### src/rtl/booth_pkg.sv
// Shared encodings for the radix-2 Booth sequential multiplier.
package booth_pkg;

    typedef enum logic [1:0] {
        IDLE = 2'b00,
        RUN  = 2'b01,
        DONE = 2'b10
    } state_t;

    localparam logic [1:0] BOOTH_ADD = 2'b01;
    localparam logic [1:0] BOOTH_SUB = 2'b10;

endpackage

### src/rtl/booth_mul_seq_addsub.sv
// Add/subtract unit: y = a + b (mode=0) or a - b (mode=1), result modulo 2^w.
module booth_mul_seq_addsub #(
    parameter int w = 6
) (
    input  logic [w-1:0] a,
    input  logic [w-1:0] b,
    input  logic         mode,
    output logic [w-1:0] y
);

    // Subtraction is two's complement: invert b and inject carry-in; carry-out is dropped.
    assign y = a + (b ^ {w{mode}}) + w'(mode);

endmodule

### src/rtl/booth_mul_seq.sv
// Sequential signed multiplier, radix-2 Booth recoding, one add/sub/shift step per clock.
module booth_mul_seq
    import booth_pkg::*;
#(
    parameter int size = 5
) (
    input  logic              clk,
    input  logic              rst,
    input  logic              start,
    input  logic [size-1:0]   multiplicand,
    input  logic [size-1:0]   multiplier,
    output logic              busy,
    output logic              done,
    output logic [2*size-1:0] product,
    output logic [1:0]        state_dbg
);

    // Handshake: start is accepted on any edge where busy=0 (IDLE or DONE);
    // busy stays high for exactly size cycles, then done pulses for one cycle
    // with product valid. start while busy=1 is ignored.

    localparam int cw = $clog2(size + 1);

    state_t            state, state_next;
    logic [size:0]     m_reg;
    logic [size:0]     a_reg;
    logic [size-1:0]   q_reg;
    logic              q_m1;
    logic [cw-1:0]     count;

    logic [1:0]        pair;
    logic              mode;
    logic [size:0]     as_y;
    logic [size:0]     a_next;
    logic [2*size+1:0] sh;
    logic              load;
    logic              last;

    assign pair  = {q_reg[0], q_m1};
    assign mode  = (pair == BOOTH_SUB);
    assign load  = start && (state != RUN);
    assign last  = (state == RUN) && (count == cw'(1));

    booth_mul_seq_addsub #(.w(size + 1)) u_addsub (
        .a    (a_reg),
        .b    (m_reg),
        .mode (mode),
        .y    (as_y)
    );

    assign a_next = (pair == BOOTH_ADD || pair == BOOTH_SUB) ? as_y : a_reg;

    // New {A, Q, q_m1}: arithmetic right shift of {A', Q, q_m1}.
    assign sh = {a_next[size], a_next, q_reg};

    always_ff @(posedge clk) begin
        if (rst) begin
            state <= IDLE;
        end else begin
            state <= state_next;
        end
    end

    always_comb begin
        state_next = state;
        case (state)
            IDLE:    if (start) state_next = RUN;
            RUN:     if (count == cw'(1)) state_next = DONE;
            DONE:    state_next = start ? RUN : IDLE;
            default: state_next = IDLE;
        endcase
    end

    always_ff @(posedge clk) begin
        if (rst) begin
            m_reg   <= '0;
            a_reg   <= '0;
            q_reg   <= '0;
            q_m1    <= 1'b0;
            count   <= '0;
            product <= '0;
        end else if (load) begin
            m_reg <= {multiplicand[size-1], multiplicand};
            a_reg <= '0;
            q_reg <= multiplier;
            q_m1  <= 1'b0;
            count <= cw'(size);
        end else if (state == RUN) begin
            a_reg <= sh[2*size+1:size+1];
            q_reg <= sh[size:1];
            q_m1  <= sh[0];
            count <= count - cw'(1);
            if (last) begin
                product <= sh[2*size:1];
            end
        end
    end

    assign busy      = (state == RUN);
    assign done      = (state == DONE);
    assign state_dbg = state;

endmodule

### config.mk
export PLATFORM = sky130hd
export DESIGN_NAME = booth_mul_seq
export DESIGN_NICKNAME = d
export VERILOG_FILES = /design/src/rtl/booth_pkg.sv /design/src/rtl/booth_mul_seq_addsub.sv /design/src/rtl/booth_mul_seq.sv
export SDC_FILE = /design/constraint.sdc
export NUM_CORES = 1
export LEC_CHECK = 0
export CORE_MARGIN = 4
export CORE_UTILIZATION = 25
export DETAILED_ROUTE_END_ITERATION = 10
export GPL_TIMING_DRIVEN = 0
export PLACE_DENSITY = 0.46
export RECOVER_POWER = 25
export SETUP_SLACK_MARGIN = 0.4
export SYNTH_ARGS = -nofsm -noshare
export SYNTH_HDL_FRONTEND = slang
export SYNTH_SLANG_ARGS = --single-unit
### constraint.sdc
create_clock -name clk -period 3.5 [get_ports clk]
set_input_delay 0.7 -clock clk [delete_from_list [all_inputs] [get_ports clk]]
set_output_delay 0.7 -clock clk [all_outputs]
set_load 0.01 [all_outputs]
==> impl_metrics.env, run 1 <==
export IMPL_outcome="finished, final reports clean"
export IMPL_cts_buffers=5
export IMPL_synth_area_per_cell_um2=8.809
export IMPL_final_nets=227
export IMPL_synth_nets=195
export IMPL_yosys_area_top_type="dfxtp_1"
export IMPL_cts_resized=0
export IMPL_busiest_layer="met2"
export IMPL_num_fill_cells=641
export IMPL_routed_wl_um=3919
export IMPL_internal_power_w=0.0006055
export IMPL_cts_tree="done"
export IMPL_setup_viol=0
export IMPL_routed_via_count=1295
export IMPL_ys_top_cells_by_area="dfxtp_1 (40%), a211oi_1 (6.4%), ha_1 (5.7%), nand2_1 (5.6%), a21oi_1 (5.2%)"
export IMPL_whs_path_depth=2
export IMPL_cts_sinks=31
export IMPL_instances_no_fill=281
export IMPL_slew_headroom_pct=61.80
export IMPL_pre_cts_ws_ns=1.046
export IMPL_grt_max_degree=11
export IMPL_timing_fmax_mhz=342.5
export IMPL_pwr_share_clk_pct=33.9
export IMPL_finalHoldViolations=0
export IMPL_ys_seq_area_share_pct=40.49
export IMPL_setup_ws_ns=0.5805
export IMPL_combinationalPowerShare_pct=20.3
export IMPL_min_period_ns=2.920
export IMPL_grt_pass1_vias=1332
export IMPL_setup_tns_ns=0
export IMPL_syn_cell_area_um2=1533
export IMPL_max_vdd_ir_drop_v=0.0001578
export IMPL_postRouteAntennaNets=0
export IMPL_synth_cell_types=39
export IMPL_cp_arrival_ns=2.22
export IMPL_largest_register_ffs=10
export IMPL_grt_use_met1_pct=15.63
export IMPL_synth_compound_area_share_pct=19.51
export IMPL_powerDensity_nw_per_um2=433.5
export IMPL_dp_final_hpwl_um=2898
export IMPL_seqPwrFrac_pct=45.8
export IMPL_clk_insertion_delay_late_ns=0.27
export IMPL_place_congestion=0.7512
export IMPL_finClkSkew_ns=0.004249
export IMPL_use_met3_pct=2.567
export IMPL_portBuffers=25
export IMPL_coreArea_um2=5921
export IMPL_grt_pass1_wl_um=6644
export IMPL_wl_per_cell_um=13.95
export IMPL_switching_share_pct=28.81
export IMPL_use_met2_pct=18.08
export IMPL_synth_top_area_share_pct=40.49
export IMPL_drive_gt1_share_pct=8.252
export IMPL_synthMuxAreaShare_pct=4.245
export IMPL_ys_seq_elements=31
export IMPL_area_growth_syn_to_layout_pct=28.00
export IMPL_synth_adder_area_share_pct=7.020
export IMPL_p_sw_w=0.0002450
export IMPL_cp_max_fo=10
export IMPL_cap_violations=0
export IMPL_postLayoutCoreUtil_pct=33.14
export IMPL_start_util_pct=25.89
export IMPL_min_path_type="reg2reg"
export IMPL_tightest_slew_ns=0.5730
export IMPL_startpoint_type="flop"
export IMPL_yosys_warnings=0
export IMPL_worst_setup_path_end_kind="output port"
export IMPL_synthSimpleGateAreaFrac_pct=18.86
export IMPL_cts_buffer_depth=2
export IMPL_leakage_nw=0.7382
export IMPL_root_buffer="clkbuf_8"
export IMPL_synth_cells=174
export IMPL_post_cts_buffers=0
export IMPL_post_route_period_util_pct=83.42
export IMPL_drcViolationCount=0
export IMPL_path_class="reg2out"
export IMPL_synthXorXnorAreaFrac_pct=4.000
export IMPL_viasPerCell=4.609
export IMPL_place_inst=274
export IMPL_rr_worst_depth=9
export IMPL_drv_slew=0
export IMPL_grt_usage_pct=11.33
export IMPL_firstDrtPassIters=4
export IMPL_synth_top_family_by_area="compound AO/OA/AOI/OAI gates"
export IMPL_antenna_found_initial=0
export IMPL_drtIter0Drc=92
export IMPL_diodes=0
export IMPL_globalRouteOverflowTotal=0
export IMPL_regMostFlops="product"
export IMPL_die_w_um=86.30
export IMPL_required_ns=2.80
export IMPL_chipHeight_um=86.30
export IMPL_die_area_um2=7448
export IMPL_clk_pin_slew_ns=0.07
export IMPL_rsz0062_at_grt="no"
export IMPL_cts_max_level=2
export IMPL_design_portCount=27
export IMPL_num_rows=28
export IMPL_hold_buffers=0
-- worst max-delay path, stage by stage (launching register included) --
cell	delay, ns
dfxtp_1	0.33
nand2b_1	0.16
buf_4	0.18
clkinv_1	0.18
clkbuf_1	0.45
clkdlybuf4s50_1	0.64
-- layout make-up --
class / instances / area [µm²] / area share [%]
buffer: 11 / 61.31 / 3.125
multi-input combinational: 125 / 822.0 / 41.90
sequential: 31 / 620.6 / 31.63
clock buffer: 6 / 82.58 / 4.209
timing repair buffer: 25 / 250.2 / 12.76
tap: 75 / 93.84 / 4.783
clock inverter: 1 / 5.005 / 0.2551
inverter: 7 / 26.28 / 1.339
-- power groups by stage --
stage | Sequential, W | Combinational [W] | Clock [W]
6_report | 0.000390 | 0.000172 | 0.000288
5_1_grt | 0.000394 | 0.000194 | 0.000312
4_1_cts | 0.000390 | 0.000176 | 0.000294
3_5_place_dp | 0.000398 | 0.000175 | 0
3_3_place_gp | 0.000398 | 0.000175 | 0
2_1_floorplan | 0.000396 | 0.000115 | 0
-- cells in the mapped netlist --
| master | n |
|---|---|
| buf_4 | 3 |
| clkbuf_1 | 4 |
| nor3_1 | 1 |
| xnor2_1 | 2 |
| nor4b_1 | 1 |
| xor2_1 | 5 |
| ha_1 | 7 |
| nand3_1 | 5 |
| o21ai_0 | 3 |
| o211ai_1 | 1 |
| or3_1 | 1 |
| fa_1 | 1 |
| or4b_1 | 1 |
| o32ai_1 | 2 |
| a311oi_1 | 2 |
| and3_1 | 2 |
| nor2b_1 | 3 |
| o311ai_0 | 1 |
| or2_2 | 2 |
| buf_2 | 3 |
| nand2_1 | 23 |
| clkinv_1 | 1 |
| and4bb_1 | 1 |
| a21o_1 | 1 |
| nor3b_1 | 1 |
| a311oi_2 | 1 |
| and3b_1 | 1 |
| a211oi_1 | 13 |
| a21oi_1 | 16 |
| buf_6 | 1 |
| a31oi_1 | 2 |
| nand2b_1 | 3 |
| nor2_1 | 15 |
| a221oi_2 | 1 |
| inv_1 | 6 |
| mux2i_1 | 5 |
| mux2_4 | 1 |
| dfxtp_1 | 31 |
| o21ai_1 | 1 |
-- layer usage --
metal,up-vias,wire length [µm]
met2,21,1768
met4,0,24
met1,596,2005
met5,-,0
li1,676,-
met3,2,120
-- stage by stage --
step                      hold WS, ns  cell area [µm²]  total power (W)
after floorplan                0.4363             1533        0.0005106
after global placement         0.4465             1877        0.0005729
after detailed placement       0.4505             1877        0.0005733
after CTS                      0.4598             1964        0.0008605
after global routing           0.4880             1962        0.0008998
final                          0.4581             1962        0.0008504
-- cell usage in the layout, fill, tap and decap left out, types with 2 or more instances in the layout --
cell type,netlist,layout
and3_1,2,2
nand3_1,5,5
xnor2_1,2,2
nand2_1,23,23
xor2_1,5,5
dfxtp_1,31,31
a211oi_1,13,13
a21oi_1,16,16
nor2b_1,3,3
a31oi_1,2,2
nand2b_1,3,3
nor2_1,15,15
o21ai_0,3,3
a311oi_1,2,2
clkdlybuf4s50_1,0,24
or2_2,2,2
ha_1,7,7
clkbuf_8,0,6
mux2i_1,5,5
inv_1,6,6
buf_4,3,3
o32ai_1,2,2
clkbuf_1,4,6
-- path summary, 6_finish.rpt --
path	startpoint	endpoint	slack [ns]
max	state_dbg[1]$_SDFFE_PP0P_	busy	0.58
min	product[2]$_SDFFE_PP0P_	product[2]$_SDFFE_PP0P_	0.46
max reg2reg	q_m1$_SDFFE_PP0P_	product[8]$_SDFFE_PP0P_	1.15
min reg2reg	product[2]$_SDFFE_PP0P_	product[2]$_SDFFE_PP0P_	0.46
-- cells by family after synthesis --
logic type,Yosys count
AND/OR/NAND/NOR,60
flip-flops,31
adder cells (fa/ha/maj),8
buffers and inverters,18
XOR/XNOR,7
multiplexers,6
AO/OA/AOI/OAI,44
No activity file was read; power rests on OpenSTA's default activity.
==> run 2: changes to the inputs <==
--- a/config.mk
+++ b/config.mk
@@ -9,7 +9,7 @@
 export CORE_UTILIZATION = 25
 export DETAILED_ROUTE_END_ITERATION = 10
 export GPL_TIMING_DRIVEN = 0
-export PLACE_DENSITY = 0.46
+export PLACE_DENSITY = 0.47
 export RECOVER_POWER = 25
 export SETUP_SLACK_MARGIN = 0.4
 export SYNTH_ARGS = -nofsm -noshare
==> constraint.sdc (replaced) <==
create_clock -name clk -period 2.4 [get_ports clk]
set_input_delay 0.48 -clock clk [delete_from_list [all_inputs] [get_ports clk]]
set_output_delay 0.48 -clock clk [all_outputs]
set_load 0.01 [all_outputs]
==> run 2 against run 1 <==
  * Design area increased by 12%
  * Core utilization increased by 3.9 points
  * Clock skew increased by 0.0018 ns
  * Non-clock buffer count increased by 9
  * Final cell count increased by 3.6%
  * Via count increased by 3.9%
  * Clock-buffer cell count unchanged
  * Hold slack got worse by 0.022 ns
  * Sequential share of layout area decreased by 3.0 points
==> impl_metrics.env, run 2 (synthesis gave the netlist of run 1 again) <==
export IMPL_outcome="finished, final reports clean"
export IMPL_cts_max_level=2
export IMPL_num_rows=28
export IMPL_slew_headroom_pct=57.53
export IMPL_r2r_setup_slack_ns=0.27
export IMPL_rsz0062_at_grt="yes"
export IMPL_finClkSkew_ns=0.006057
export IMPL_cts_buffer_depth=2
export IMPL_startpoint_type="flop"
export IMPL_grt_use_met1_pct=16.36
export IMPL_whs_endpoint="product[9]$_SDFFE_PP0P_"
export IMPL_crit_slowest_cell="fa_2"
export IMPL_cts_buffers=5
export IMPL_cts_tree="done"
export IMPL_firstDrtPassIters=4
export IMPL_required_ns=2.55
export IMPL_wl_per_cell_um=14.12
export IMPL_antenna_found_initial=0
export IMPL_use_met3_pct=2.947
export IMPL_post_route_period_util_pct=88.75
export IMPL_dp_final_hpwl_um=2826
export IMPL_coreArea_um2=5921
export IMPL_use_met2_pct=17.94
export IMPL_setup_viol=0
export IMPL_drcViolationCount=0
export IMPL_area_growth_syn_to_layout_pct=42.94
export IMPL_busiest_layer="met2"
export IMPL_grt_pass1_wl_um=6851
export IMPL_grt_usage_pct=11.86
export IMPL_root_buffer="clkbuf_8"
export IMPL_design_portCount=27
export IMPL_powerDensity_nw_per_um2=653.3
export IMPL_cp_max_fo=5
export IMPL_max_vdd_ir_drop_v=0.0002996
export IMPL_clk_insertion_delay_late_ns=0.28
export IMPL_start_util_pct=25.89
export IMPL_timing_hold_ws_ns=0.4356
export IMPL_most_common_layout_cells="dfxtp_1 (28), nand2_1 (23), clkdlybuf4s50_1 (23)"
export IMPL_min_path_type="in2reg"
export IMPL_postRouteAntennaNets=0
export IMPL_clk_pin_slew_ns=0.07
export IMPL_final_common_cell="dfxtp_1"
export IMPL_grt_pass1_vias=1367
export IMPL_min_period_ns=2.130
export IMPL_die_w_um=86.30
export IMPL_path_class="reg2reg"
export IMPL_largest_register_ffs=10
export IMPL_regMostFlops="product"
export IMPL_timing_fmax_mhz=469.5
export IMPL_grt_max_degree=11
export IMPL_drv_slew=0
export IMPL_drive_gt1_share_pct=21.76
export IMPL_num_fill_cells=629
export IMPL_diodes=0
export IMPL_hold_buffers=0
export IMPL_cp_arrival_ns=2.28
export IMPL_die_area_um2=7448
export IMPL_final_nets=236
export IMPL_rr_worst_depth=10
export IMPL_path_cells="inv_2, ha_4, buf_8, mux2_4, fa_2, a21oi_2, nor4b_1, a311oi_1, buf_4, a211oi_2"
export IMPL_leakage_nw=0.8078
export IMPL_postLayoutCoreUtil_pct=37.00
export IMPL_setup_tns_ns=0
export IMPL_routed_via_count=1346
export IMPL_min_delay_start="rst"
export IMPL_chipHeight_um=86.30
export IMPL_portBuffers=25
export IMPL_globalRouteOverflowTotal=0
export IMPL_finalHoldViolations=0
export IMPL_r2r_end="product[8]$_SDFFE_PP0P_"
export IMPL_cap_violations=0
export IMPL_whs_path_depth=2
export IMPL_routed_wl_um=4109
export IMPL_rr_startpoint="q_m1$_SDFFE_PP0P_"
export IMPL_tightest_slew_ns=0.6371
export IMPL_slowest_delay_ns=0.38
export IMPL_viasPerCell=4.625
export IMPL_drtIter0Drc=89
export IMPL_place_congestion=0.7118
export IMPL_cts_sinks=31
export IMPL_worst_setup_path_end_kind="flop"
-- run 2: metrics by stage --
stage,std cells,cell area [µm²],worst slack (ns),power (W)
after floorplan,174,1541,0.4043,0.0007477
after global placement,274,1886,0.1685,0.0008375
after detailed placement,274,1886,0.1723,0.0008382
after CTS,287,2125,0.2693,0.001429
after global routing,291,2191,0.1785,0.001510
final,291,2191,0.2701,0.001431
-- run 2: metal layers --
metal  wire (µm)  vias to the layer above
met5           0                        -
met4          48                        0
met3         134                        5
met2        1868                       22
met1        2057                      627
li1            -                      692
-- run 2: final cells by class --
| cell class | count | area (µm²) | share of cell area (%) |
|---|---|---|---|
| Clock inverter | 2 | 35.03 | 1.599 |
| Clock buffer | 6 | 82.58 | 3.769 |
| Inverter | 7 | 31.28 | 1.428 |
| Sequential cell | 31 | 626.9 | 28.61 |
| Buffer | 11 | 65.06 | 2.970 |
| Tap cell | 75 | 93.84 | 4.283 |
| Multi-Input combinational cell | 125 | 943.4 | 43.06 |
| Timing Repair Buffer | 34 | 312.8 | 14.28 |
-- run 2: worst max-delay path by stage --
stage / cells past startpoint / from / slack (ns) / to
6_report: 10 / q_m1$_SDFFE_PP0P_ / 0.27 / product[8]$_SDFFE_PP0P_
5_1_grt: 10 / q_m1$_SDFFE_PP0P_ / 0.18 / product[8]$_SDFFE_PP0P_
4_1_cts: 10 / q_m1$_SDFFE_PP0P_ / 0.27 / product[8]$_SDFFE_PP0P_
3_5_place_dp: 9 / q_m1$_SDFFE_PP0P_ / 0.17 / product[8]$_SDFFE_PP0P_
3_3_place_gp: 9 / q_m1$_SDFFE_PP0P_ / 0.17 / product[8]$_SDFFE_PP0P_
2_1_floorplan: 9 / q_m1$_SDFFE_PP0P_ / 0.40 / product[9]$_SDFFE_PP0P_
-- run 2: worst max-delay path: cells and delay by family, from the launching register on --
family / cells / cell delay (ns)
adder cells (fa/ha/maj): 2 / 0.53
flip-flops: 1 / 0.34
buffers and inverters: 3 / 0.34
AO/OA/AOI/OAI: 3 / 0.43
multiplexers: 1 / 0.28
AND/OR/NAND/NOR: 1 / 0.07
-- run 2: power breakdown --
part	total, W	internal, W	switching (W)
sequential	0.000572	0.000546	0.0000262
combinational	0.000322	0.000156	0.000165
clock	0.000538	0.000336	0.000202
-- run 2: timing repair --
| action | in CTS | in global routing |
|---|---|---|
| gates cloned | 0 | 0 |
| buffers inserted | 5 | 4 |
| pin swaps | 13 | 9 |
| setup endpoints to repair | 9 | 9 |
| gates resized for setup | 19 | 10 |
==> run 3: changes to the inputs <==
--- a/config.mk
+++ b/config.mk
@@ -5,11 +5,12 @@
 export SDC_FILE = /design/constraint.sdc
 export NUM_CORES = 1
 export LEC_CHECK = 0
+export CAP_MARGIN = 20
 export CORE_MARGIN = 4
-export CORE_UTILIZATION = 25
+export CORE_UTILIZATION = 55
 export DETAILED_ROUTE_END_ITERATION = 10
 export GPL_TIMING_DRIVEN = 0
-export PLACE_DENSITY = 0.47
+export PLACE_DENSITY = 0.85
 export RECOVER_POWER = 25
 export SETUP_SLACK_MARGIN = 0.4
 export SYNTH_ARGS = -nofsm -noshare
==> constraint.sdc (replaced) <==
create_clock -name clk -period 2.5 [get_ports clk]
set_input_delay 0.5 -clock clk [delete_from_list [all_inputs] [get_ports clk]]
set_output_delay 0.5 -clock clk [all_outputs]
set_load 0.01 [all_outputs]
==> run 3 against run 2 <==
  * Core utilization rose by 42 points
  * Hold slack worse by 0.056 ns
  * Sequential power decreased by 4.0%
  * Critical endpoint is now busy
  * Largest cell class unchanged
  * Largest power group unchanged
==> impl_metrics.env, run 3 (synthesis gave the netlist of run 1 again) <==
export IMPL_setup_viol=0
export IMPL_setup_tns_ns=0
export IMPL_final_common_cell="dfxtp_1"
export IMPL_chipHeight_um=60.79
export IMPL_num_rows=18
export IMPL_pre_cts_ws_ns=0.1943
export IMPL_clk_insertion_delay_late_ns=0.35
export IMPL_timing_fmax_mhz=449.7
export IMPL_powerDensity_nw_per_um2=590.2
export IMPL_grt_max_degree=11
export IMPL_grt_pass1_vias=1449
export IMPL_root_buffer="clkbuf_4"
export IMPL_design_portCount=27
export IMPL_start_util_pct=59.70
export IMPL_diodes=0
export IMPL_cts_buffer_depth=2
export IMPL_place_congestion=0.8304
export IMPL_seq_area_um2=623.1
export IMPL_use_met3_pct=6.809
export IMPL_finalHoldViolations=0
export IMPL_use_met2_pct=42.14
export IMPL_path_cells="nand2b_1, clkbuf_1, clkinv_4, buf_6, dlygate4sd2_1"
export IMPL_slowest_delay_ns=0.38
export IMPL_required_ns=2.00
export IMPL_die_w_um=60.79
export IMPL_drcViolationCount=0
export IMPL_area_growth_syn_to_layout_pct=32.98
export IMPL_cts_sinks=31
export IMPL_cts_tree="done"
export IMPL_routed_via_count=1510
export IMPL_routed_wl_um=4401
export IMPL_num_fill_cells=167
export IMPL_grt_pass1_wl_um=6624
export IMPL_portBuffers=25
export IMPL_cp_arrival_ns=1.72
export IMPL_cts_max_level=2
export IMPL_clk_pin_slew_ns=0.09
export IMPL_busiest_layer="met2"
export IMPL_drive_gt1_share_pct=18.06
export IMPL_outcome="finished, final reports clean"
export IMPL_timing_hold_ws_ns=0.3795
export IMPL_timing_critical_path_buf_inv=4
export IMPL_startpoint_type="flop"
export IMPL_regMostFlops="product"
export IMPL_leakage_nw=0.7823
export IMPL_hold_buffers=0
export IMPL_post_route_period_util_pct=88.94
export IMPL_path_class="reg2out"
export IMPL_firstDrtPassIters=4
export IMPL_final_area_um2=2038
export IMPL_worst_setup_path_end_kind="output port"
export IMPL_min_delay_start="rst"
export IMPL_die_area_um2=3695
export IMPL_placed_area_um2=1821
export IMPL_min_path_type="in2reg"
export IMPL_min_period_ns=2.224
export IMPL_most_common_layout_cells="dfxtp_1 (29), nand2_1 (23), clkdlybuf4s50_1 (23)"
export IMPL_tightest_slew_ns=0.5657
export IMPL_wl_per_cell_um=17.89
export IMPL_globalRouteOverflowTotal=0
export IMPL_viasPerCell=6.138
export IMPL_largest_register_ffs=10
export IMPL_postRouteAntennaNets=0
export IMPL_grt_usage_pct=24.43
export IMPL_final_nets=236
export IMPL_antenna_found_initial=0
export IMPL_rr_startpoint="q_m1$_SDFFE_PP0P_"
export IMPL_critPathLaunch="state_dbg[1]$_SDFFE_PP0P_"
export IMPL_rsz0062_at_grt="yes"
export IMPL_setup_ws_ns=0.2765
export IMPL_cp_max_fo=10
export IMPL_grt_use_met1_pct=28.20
export IMPL_crit_slowest_cell="dfxtp_1"
export IMPL_r2r_setup_slack_ns=0.31
export IMPL_drv_slew=0
export IMPL_cap_violations=0
export IMPL_cts_buffers=5
export IMPL_multi_input_area_um2=899.6
export IMPL_dp_final_hpwl_um=2711
export IMPL_drtIter0Drc=121
export IMPL_slew_headroom_pct=62.28
export IMPL_max_vdd_ir_drop_v=0.0006032
export IMPL_crit_family="buffers and inverters"
export IMPL_coreArea_um2=2567
export IMPL_finClkSkew_ns=0.002697
[run 3: routing by layer]
metal | wire length, µm | vias up
li1 | - | 698
met1 | 1658 | 712
met2 | 2218 | 82
met3 | 420 | 18
met4 | 103 | 0
met5 | 0 | -
[run 3: power by group]
part	internal (W)	switching (W)	leakage [nW]	total [W]
Sequential	0.000523	0.0000253	0.254	0.000549
Clock	0.000165	0.000178	0.0386	0.000344
Combinational	0.000147	0.000164	0.490	0.000311
[run 3: final timing paths]
path | endpoint | depth (start not counted)
hold reg to reg | q_m1$_SDFFE_PP0P_ | 2
setup reg to reg | a_reg[3]$_SDFFE_PP0P_ | 10
setup / recovery | busy | 5
hold / removal | product[9]$_SDFFE_PP0P_ | 2
[run 3: what timing repair did]
item,in CTS,in global routing
setup endpoints to repair,5,9
setup buffers,6,3
pin swaps,9,5
gates resized for setup,16,10
[run 3: cell type report]
cell class | count | area share [%]
buffer | 11 | 3.008
clock buffer | 8 | 3.376
inverter | 7 | 1.535
multi-input combinational | 125 | 44.14
sequential | 31 | 30.57
tap | 30 | 1.842
timing repair buffer | 34 | 15.53
[run 3: stage by stage]
step	total power, W	util (%)	cells
finish	0.001203	79.39	246
global route	0.001246	79.39	246
CTS	0.001162	77.14	243
detailed placement	0.0007950	70.91	229
global placement	0.0007842	70.91	229
floorplan	0.0007148	-	174
